`config.mk`:
```
export PLATFORM = sky130hd
export DESIGN_NAME = vrf_elem_seq
export DESIGN_NICKNAME = d
export VERILOG_FILES = /design/src/rtl/vrf_elem_seq.sv
export SDC_FILE = /design/constraint.sdc
export NUM_CORES = 1
export LEC_CHECK = 0
export ABC_AREA = 1
export CORE_MARGIN = 2
export CORE_UTILIZATION = 46
export DETAILED_ROUTE_END_ITERATION = 7
export GPL_ROUTABILITY_DRIVEN = 0
export PLACE_DENSITY = 0.88
export SLEW_MARGIN = 25
export SYNTH_ARGS = -nofsm -noshare
export SYNTH_HDL_FRONTEND = slang
export SYNTH_SLANG_ARGS = --single-unit
```
`constraint.sdc`:
```
create_clock -name clk -period 2.65 [get_ports clk]
set_input_delay 0.53 -clock clk [delete_from_list [all_inputs] [get_ports clk]]
set_output_delay 0.53 -clock clk [all_outputs]
set_load 0.005 [all_outputs]
```
`src/rtl/vrf_elem_seq.sv`:
```
// Element sequencer in front of the single-port vector element SRAM.
// One SRAM access per element at wrapping addresses; a 2-entry buffer absorbs the read latency.
module vrf_elem_seq #(
    parameter int unsigned DATA_W = 32,
    parameter int unsigned ADDR_W = 5,
    parameter int unsigned LEN_W  = 3
) (
    input  logic              clk,
    input  logic              nrst,
    input  logic              cmd_valid_i,
    output logic              cmd_ready_o,
    input  logic              cmd_write_i,
    input  logic [ADDR_W-1:0] cmd_base_i,
    input  logic [LEN_W-1:0]  cmd_len_i,
    input  logic              wr_valid_i,
    output logic              wr_ready_o,
    input  logic [DATA_W-1:0] wr_data_i,
    output logic              rd_valid_o,
    input  logic              rd_ready_i,
    output logic [DATA_W-1:0] rd_data_o,
    output logic              busy_o,
    output logic              done_o,
    output logic              sram_we_o,
    output logic [ADDR_W-1:0] sram_addr_o,
    output logic [DATA_W-1:0] sram_wdata_o,
    input  logic [DATA_W-1:0] sram_rdata_i
);

    typedef enum logic [1:0] {StIdle, StWrite, StRead, StDone} state_e;

    state_e            state_q, state_d;
    logic [ADDR_W-1:0] base_q, last_addr_q, cur_addr;
    logic [LEN_W-1:0]  len_q, ocnt_q;
    logic [LEN_W:0]    idx_q;
    logic              inflight_q, rd_valid_q, done_q;
    logic [1:0]        count_q, count_d;
    logic [DATA_W-1:0] buf0_q, buf1_q;
    logic              wr_fire, rd_issue, pop, push;
    logic [2:0]        occ, occ_limit;

    always_comb begin
        cmd_ready_o  = (state_q == StIdle);
        busy_o       = (state_q != StIdle);
        wr_ready_o   = (state_q == StWrite);
        wr_fire      = wr_ready_o && wr_valid_i;
        pop          = rd_valid_q && rd_ready_i;
        push         = inflight_q;
        occ          = {1'b0, count_q} + {2'b00, inflight_q};
        occ_limit    = 3'd2 + {2'b00, pop};
        // Issue only when a buffer slot is guaranteed for the returning element.
        rd_issue     = (state_q == StRead) && (idx_q <= {1'b0, len_q}) && (occ < occ_limit);
        cur_addr     = base_q + ADDR_W'(idx_q);
        sram_we_o    = wr_fire;
        sram_addr_o  = (wr_fire || rd_issue) ? cur_addr : last_addr_q;
        sram_wdata_o = wr_fire ? wr_data_i : '0;
        count_d      = count_q + {1'b0, push} - {1'b0, pop};
        rd_valid_o   = rd_valid_q;
        rd_data_o    = buf0_q;
        done_o       = done_q;

        state_d = state_q;
        case (state_q)
            StIdle:  if (cmd_valid_i) state_d = cmd_write_i ? StWrite : StRead;
            StWrite: if (wr_fire && (idx_q == {1'b0, len_q})) state_d = StDone;
            StRead:  if (pop && (ocnt_q == len_q)) state_d = StDone;
            StDone:  state_d = StIdle;
            default: state_d = StIdle;
        endcase
    end

    always_ff @(posedge clk or negedge nrst) begin
        if (!nrst) begin
            state_q     <= StIdle;
            base_q      <= '0;
            len_q       <= '0;
            idx_q       <= '0;
            ocnt_q      <= '0;
            last_addr_q <= '0;
            inflight_q  <= 1'b0;
            count_q     <= '0;
            rd_valid_q  <= 1'b0;
            done_q      <= 1'b0;
            buf0_q      <= '0;
            buf1_q      <= '0;
        end else begin
            state_q    <= state_d;
            done_q     <= (state_d == StDone);
            inflight_q <= rd_issue;
            count_q    <= count_d;
            rd_valid_q <= (count_d != 2'd0);
            if (cmd_ready_o && cmd_valid_i) begin
                base_q <= cmd_base_i;
                len_q  <= cmd_len_i;
                idx_q  <= '0;
                ocnt_q <= '0;
            end
            if (wr_fire || rd_issue) begin
                idx_q       <= idx_q + 1'b1;
                last_addr_q <= cur_addr;
            end
            if (pop) ocnt_q <= ocnt_q + 1'b1;
            case ({push, pop})
                2'b10: begin
                    if (count_q == 2'd0) buf0_q <= sram_rdata_i;
                    else                 buf1_q <= sram_rdata_i;
                end
                2'b01: buf0_q <= buf1_q;
                2'b11: begin
                    if (count_q == 2'd1) begin
                        buf0_q <= sram_rdata_i;
                    end else begin
                        buf0_q <= buf1_q;
                        buf1_q <= sram_rdata_i;
                    end
                end
                default: ;
            endcase
        end
    end

endmodule

```
==> results.py <==
metrics = {
    "status": {
        "status": "completed",
    },
    "detailed_routing": {
        "drc": 0,
        "dr.first_iter.drc_count": 267,
        "ant_nets": 0,
        "num_vias": 4356,
        "via_per_inst": 5.16,
        "wl_microns": 12400,
        "firstDrtPassIters": 5,
        "routedWlPerCell_microns": 14.7,
    },
    "logic_synthesis": {
        "avgSynthCellArea_sq_um": 8.19,
        "netlist_top_cells_area": "dfrtp_1 50%, nand2_1 11%, nand3_1 7.6%",
        "ys_warn_count": 0,
        "synth_compound_area_share_pct": 7.09,
        "synthCells": 554,
        "ys_seq_elements": 91,
        "synth_top_family_by_area": "simple AND/OR/NAND/NOR gates",
        "synthSimpleGateAreaFrac_pct": 26.6,
        "yosys.area.top_type": "dfrtp_1",
        "synth_xor_area_share_pct": 1.74,
        "syn-num-nets": 646,
        "synth_cell_types": 26,
        "synth-adder-area-share_pct": 4.03,
        "syn-cell-area_sq_um": 4540,
        "synth.mux.area_fraction_pct": 0.993,
        "synth_top_cell_area_share_pct": 50.2,
        "yosysSeqAreaShare_pct": 50.2,
    },
    "cells_and_area": {
        "syn_to_final_growth_pct": 42.3,
        "post-route-util_pct": 66.6,
        "n_antenna_cell": 0,
        "drive_gt1_share_pct": 9.56,
        "final_area_sq_um": 6450,
        "finalNetCount": 799,
    },
    "clocking": {
        "cts_htree_levels": 3,
        "cts_buffers": 9,
        "clk_pin_slew_worst_paths_ps": 90,
        "clock_latency_ps": 360,
        "cts-root-buf": "clkbuf_8",
        "cts_tree": "done",
        "ctsHoldBuffers": 0,
        "numClockSinks": 91,
        "clockBufferDepth": 2,
    },
    "timing": {
        "period_minus_slack_ps": 2560,
        "hold_viol_final": 0,
        "max_freq_mhz": 391,
        "maxSlewViolCount": 0,
        "skew_ps": 13.5,
        "fin_crit_sh_pct": 96.6,
        "layout_setup_ws_ps": 90.5,
        "setup_tns_ps": 0,
        "worst-slew-pin-transition_ps": 676,
        "finalSetupViolCount": 0,
        "slew_headroom_pct": 54.7,
    },
    "floorplanning": {
        "io-pin-count": 153,
        "die_area_sq_um": 10700,
        "die_w_microns": 103,
        "rows": 36,
        "die_height_microns": 103,
        "initial_core_util_pct": 46.8,
        "core-area_sq_um": 9680,
    },
    "pwr": {
        "powerDensity_nw_per_um2": 1040,
        "p_leak_nw": 3.13,
        "ir_worst_vdd_mv": 0.519,
    },
    "min_path": {
        "min_path_type": "input pin to asynchronous set/reset pin",
    },
    "critical_path": {
        "rr_endpoint": "rd_valid_o$_DFF_PN0_",
        "reg2reg_from": "rd_valid_o$_DFF_PN0_",
        "cp.arrival_ps": 2030,
        "required_ps": 2120,
        "cp_max_fo": 7,
        "cp-start-kind": "flip-flop",
        "critPathKind": "flip-flop to primary output",
        "reg2regPathDepth": 9,
        "end_kind": "primary output",
        "rrSetupSlack_ps": 750,
    },
    "global_routing": {
        "grt_antenna_before_repair": 0,
        "grt_pass1_wl_microns": 19400,
        "overflow": 0,
        "grt_pass1_vias": 4060,
        "grt_usage_pct": 23.5,
        "grt_max_degree": 92,
    },
    "place": {
        "portBuffers": 152,
        "place_area_sq_um": 6170,
        "pre_cts_ws_ps": -126,
        "hpwl_microns": 8620,
    },
    "flow_run": {
        "maxCapViolCount": 0,
    },
}
routing by layer:
layer  vias to the layer above  GRT usage (%)  share of wire, %
li1                       2079              -                 -
met1                      2089           31.2                41
met2                       168           39.3                52
met3                        20           4.17               5.7
met4                         0           7.89               1.1
met5                         -              0                 0
worst max-delay path, cell delays in order, from the launching register on:
cell,delay (ps)
dfrtp_1,400
ha_2,190
ha_1,260
o21a_1,110
nor2_2,100
nand2_2,90
buf_6,140
nand3_1,80
nand2_1,80
clkdlybuf4s15_1,200
sequential cells by signal, summed over array words and instances, names as in the netlist:
name	flops
len_q	3
state_q	2
buf1_q	32
inflight_q	1
idx_q	4
rd_data_o	32
last_addr_q	5
ocnt_q	3
count_q	2
rd_valid_o	1
base_q	5
done_o	1
power by group:
part           internal, mW  total (mW)  leakage, nW  switching, mW
Combinational          1.70        3.41         1.95           1.71
Sequential             2.06        2.47         1.09          0.414
Clock                 0.366       0.848       0.0868          0.482
how the worst max path moves through the flow:
| stage | startpoint | end | slack, ps | depth (start not counted) |
|---|---|---|---|---|
| final | inflight_q$_DFF_PN0_ | sram_addr_o[2] | 90 | 9 |
| after global routing | idx_q[0]$_DFFE_PN0P_ | sram_addr_o[1] | -20 | 14 |
| after CTS | idx_q[0]$_DFFE_PN0P_ | sram_addr_o[3] | -60 | 16 |
| after detailed placement | rd_ready_i | sram_addr_o[4] | -130 | 9 |
| after global placement | rd_ready_i | sram_addr_o[1] | -90 | 9 |
| after floorplan | idx_q[0]$_DFFE_PN0P_ | sram_addr_o[4] | 610 | 9 |
metrics by stage:
stage / power [mW] / hold WS, ps / std cells
after floorplan: 4.25 / 234 / 554
after global placement: 5.52 / 453 / 821
after detailed placement: 5.73 / 459 / 821
after CTS: 6.64 / 212 / 840
after global routing: 7.26 / 239 / 844
final: 6.73 / 192 / 844
logic make-up after synthesis:
logic type / Yosys count
AO/OA/AOI/OAI: 53
buffers and inverters: 94
adder cells (fa/ha/maj): 14
multiplexers: 4
flip-flops: 91
XOR/XNOR: 9
AND/OR/NAND/NOR: 289
layout make-up:
class | count | area, sq um
clock inverters | 3 | 22.5
fillers | 722 | 3230
inverters | 62 | 233
multi-input cells | 369 | 1880
flip-flops and latches | 91 | 2280
clock buffers | 12 | 145
well taps | 133 | 166
repair buffers | 174 | 1730
repair_timing:
item | 4_1_cts | 5_1_grt
endpoints found under the setup margin | 5 | 36
buffers inserted | 4 | 5
gates resized for setup | 18 | 14
pin swaps | 2 | 4
cell usage in the layout, fill, tap and decap left out, drive strengths merged:
cell type | synthesis | final
nand4 | 6 | 6
dfrtp | 91 | 91
o22ai | 1 | 1
clkdlybuf4s50 | 0 | 146
or2 | 1 | 1
mux2 | 4 | 4
xor2 | 5 | 5
buf | 31 | 24
o21a | 2 | 2
xnor2 | 4 | 4
fa | 1 | 1
clkinv | 0 | 2
a21oi | 10 | 10
a31oi | 32 | 32
o21ai | 7 | 7
clkbuf | 1 | 13
a21o | 1 | 1
clkdlybuf4s15 | 0 | 3
nand2 | 135 | 135
nand3 | 69 | 69
nor2 | 78 | 78
ha | 13 | 13
inv | 62 | 63
Yosys cell counts:
cell,count
a21oi_1,10
nor2_1,77
nand3_1,69
buf_2,22
buf_6,3
mux2_2,4
o21ai_2,2
o22ai_1,1
clkbuf_1,1
dfrtp_1,91
inv_2,2
nand4_1,6
xor2_1,5
buf_4,6
nand2_1,129
nand2_2,6
o21a_1,2
ha_1,13
o21ai_0,5
or2_2,1
a21o_1,1
fa_1,1
inv_1,60
nor2_2,1
xnor2_1,4
a31oi_1,32
No activity file was read; power rests on OpenSTA's default activity.
==> RTL change: new RTL, same settings <==
The 4 states of `state_e` get a one-hot encoding in 4 bits.
--- a/src/rtl/vrf_elem_seq.sv
+++ b/src/rtl/vrf_elem_seq.sv
@@ -28,3 +28,3 @@
 
-    typedef enum logic [1:0] {StIdle, StWrite, StRead, StDone} state_e;
+    typedef enum logic [3:0] {StIdle = 4'b0001, StWrite = 4'b0010, StRead = 4'b0100, StDone = 4'b1000} state_e;
 
Function: no difference found for any inputs over 4 cycles, from zero or initial values and one cycle with nrst low; so few cycles prove little.
==> RTL change against the unedited design <==
  * The flow now finishes with violations (setup timing)
  * Worst setup slack worse by 130 ps
  * Sequential power about the same
  * Sequential cell count up 2
  * Utilization up 2.3 points
  * Synthesized cell count up 3.2%
  * Routed wire length up 10%
  * Highest routed layer unchanged
  * Maximum frequency down 4.7%
  * Global-route usage up 0.20 points
  * Final area up 4.9%
  * Total power down 8.0%
  * Die area up 2.5%
  * Via count up 6.1%
  * Synthesized area up 2.6%
==> RTL change: results (changes against the unedited design) <==
Status
  – Status: finished, violations left
  – Failing checks: setup timing

Yosys
  – Main area contributors after synthesis: dfrtp_1, nand3_1, nand2_1
  – Syn_area_per_cell: 8.14 sq um (-0.58%)
  – Most frequent cells after synthesis: nand3_1, dfrtp_1, nand2_1, inv_1, nor2_1
  – Post-synthesis net count: 664 (+2.8%)
  – Sequential share of the synthesized area: 50.0% (-0.19 points)
  – Yosys cell types: 29 (+12%)
  – Synth async-reset ratio: 100% (unchanged)

Worst setup path
  – Capturing point of the worst reg2reg path: rd_valid_o
  – Critical path arrival: 2160 ps (+130 ps)
  – Kind of cell adding the most delay to the critical path: buffers and inverters
  – Reg2reg path depth: 9 (unchanged)
  – Crit path launch: idx_q[0]
  – Reg2reg setup slack: 450 ps (-300 ps)
  – Setup crit end: sram_addr_o[1]
  – Max FO, Critical Path: 8 (+1)
  – Worst path slowest cell: dfrtp_1

Final layout
  – Fill cells: 743 (+2.9%)
  – Layout cells sized above 1: 11.1% (+1.5 points)
  – Final nets: 827 (+3.5%)

GRT
  – First-pass GRT wire length: 21.2 mm (+9.0%)
  – GRT Total Usage: 23.7% (+0.20 points)
  – Initial antenna violation count: 0 (unchanged)
  – Largest net degree at the start of global routing: 65 (-29%)

Routing
  – Wire length on met2: 6.90 mm (+7.3%)
  – Final wirelength: 13.7 mm (+10%)
  – Top Metal Used: met4
  – Starting DRT DRC Count: 277 (+3.7%)
  – Met1 WL: 5.18 mm (+1.6%)
  – Met3 wire length: 1.01 mm (+43%)
  – Via Count: 4620 (+6.1%)
  – Per-cell routed wire length: 15.7 um (+6.8%)

Timing
  – Final setup viols: 5 (+5)
  – Worst Skew: 8.17 ps (-5.32 ps)
  – Worst Tran Pin Value: 610 ps (-66.0 ps)
  – Worst Slack Setup Final: -36.4 ps (-127 ps)

CTS
  – TritonCTS Buffers: 9 (unchanged)
  – Clk slew on worst S/H paths: 90 ps (about the same)

Power and ir drop
  – Net switching power: 2.26 mW (-13%)
  – VDD IR max: 0.418 mV (-19%)
  – Leak: 3.69 nW (+18%)

Placed design
  – Dpl hpwl: 8.94 mm (+3.6%)
  – Post-DP Area: 6320 sq um (+2.4%)
  – Placed cells: 840 (+2.3%)
[RTL change: per-stage QoR]
step	setup TNS, ps	total power, mW	hold slack [ps]	setup WS, ps
global placement	-527	4.84	467	-102
floorplan	0	3.76	234	493
detailed placement	-1730	5.00	479	-178
global route	-532	6.62	211	-121
CTS	-2.13	6.01	183	-2.13
finish	-102	6.19	168	-36.4
[RTL change: power groups by stage]
stage	clock [mW]	sequential, mW	combinational (mW)
after floorplan	0	2.42	1.34
after CTS	0.984	2.46	2.56
final	0.978	2.47	2.74
after global placement	0	2.44	2.40
after detailed placement	0	2.48	2.53
after global routing	1.05	2.54	3.02
[RTL change: repair_timing]
item,in CTS,in global routing
setup endpoints to repair,31,37
gates cloned,0,1
pin swaps,8,12
hold buffers,0,0
setup buffers,3,13
gates resized for setup,27,31
[RTL change: kinds of logic (layout without fill, tap and decap cells)]
kind of cell | Yosys count | after routing | share of synthesized area [%]
xor gates and xnor gates | 8 | 8 | 1.50
adders and majority gates | 14 | 14 | 3.92
AOI/OAI and AO/OA | 48 | 48 | 5.62
buffers and inverters | 125 | 293 | 11.2
DFF | 93 | 93 | 50.0
and+or+nand+nor | 284 | 284 | 27.8
[RTL change: cell type report]
| type | count | area [sq um] | share of cell area, % |
|---|---|---|---|
| Clock buffer | 11 | 141 | 2.09 |
| Clock inverter | 5 | 58.8 | 0.869 |
| Inverter | 92 | 345 | 5.10 |
| Multi-Input combinational cell | 354 | 1870 | 27.6 |
| Sequential cell | 93 | 2330 | 34.4 |
| Tap cell | 133 | 166 | 2.46 |
| Timing Repair Buffer | 185 | 1860 | 27.4 |
[RTL change: metal layers]
layer / vias up / GRT usage (%)
met5: - / 0
met4: 0 / 13.0
met3: 56 / 4.68
met2: 249 / 42.3
met1: 2161 / 26.6
li1: 2154 / -
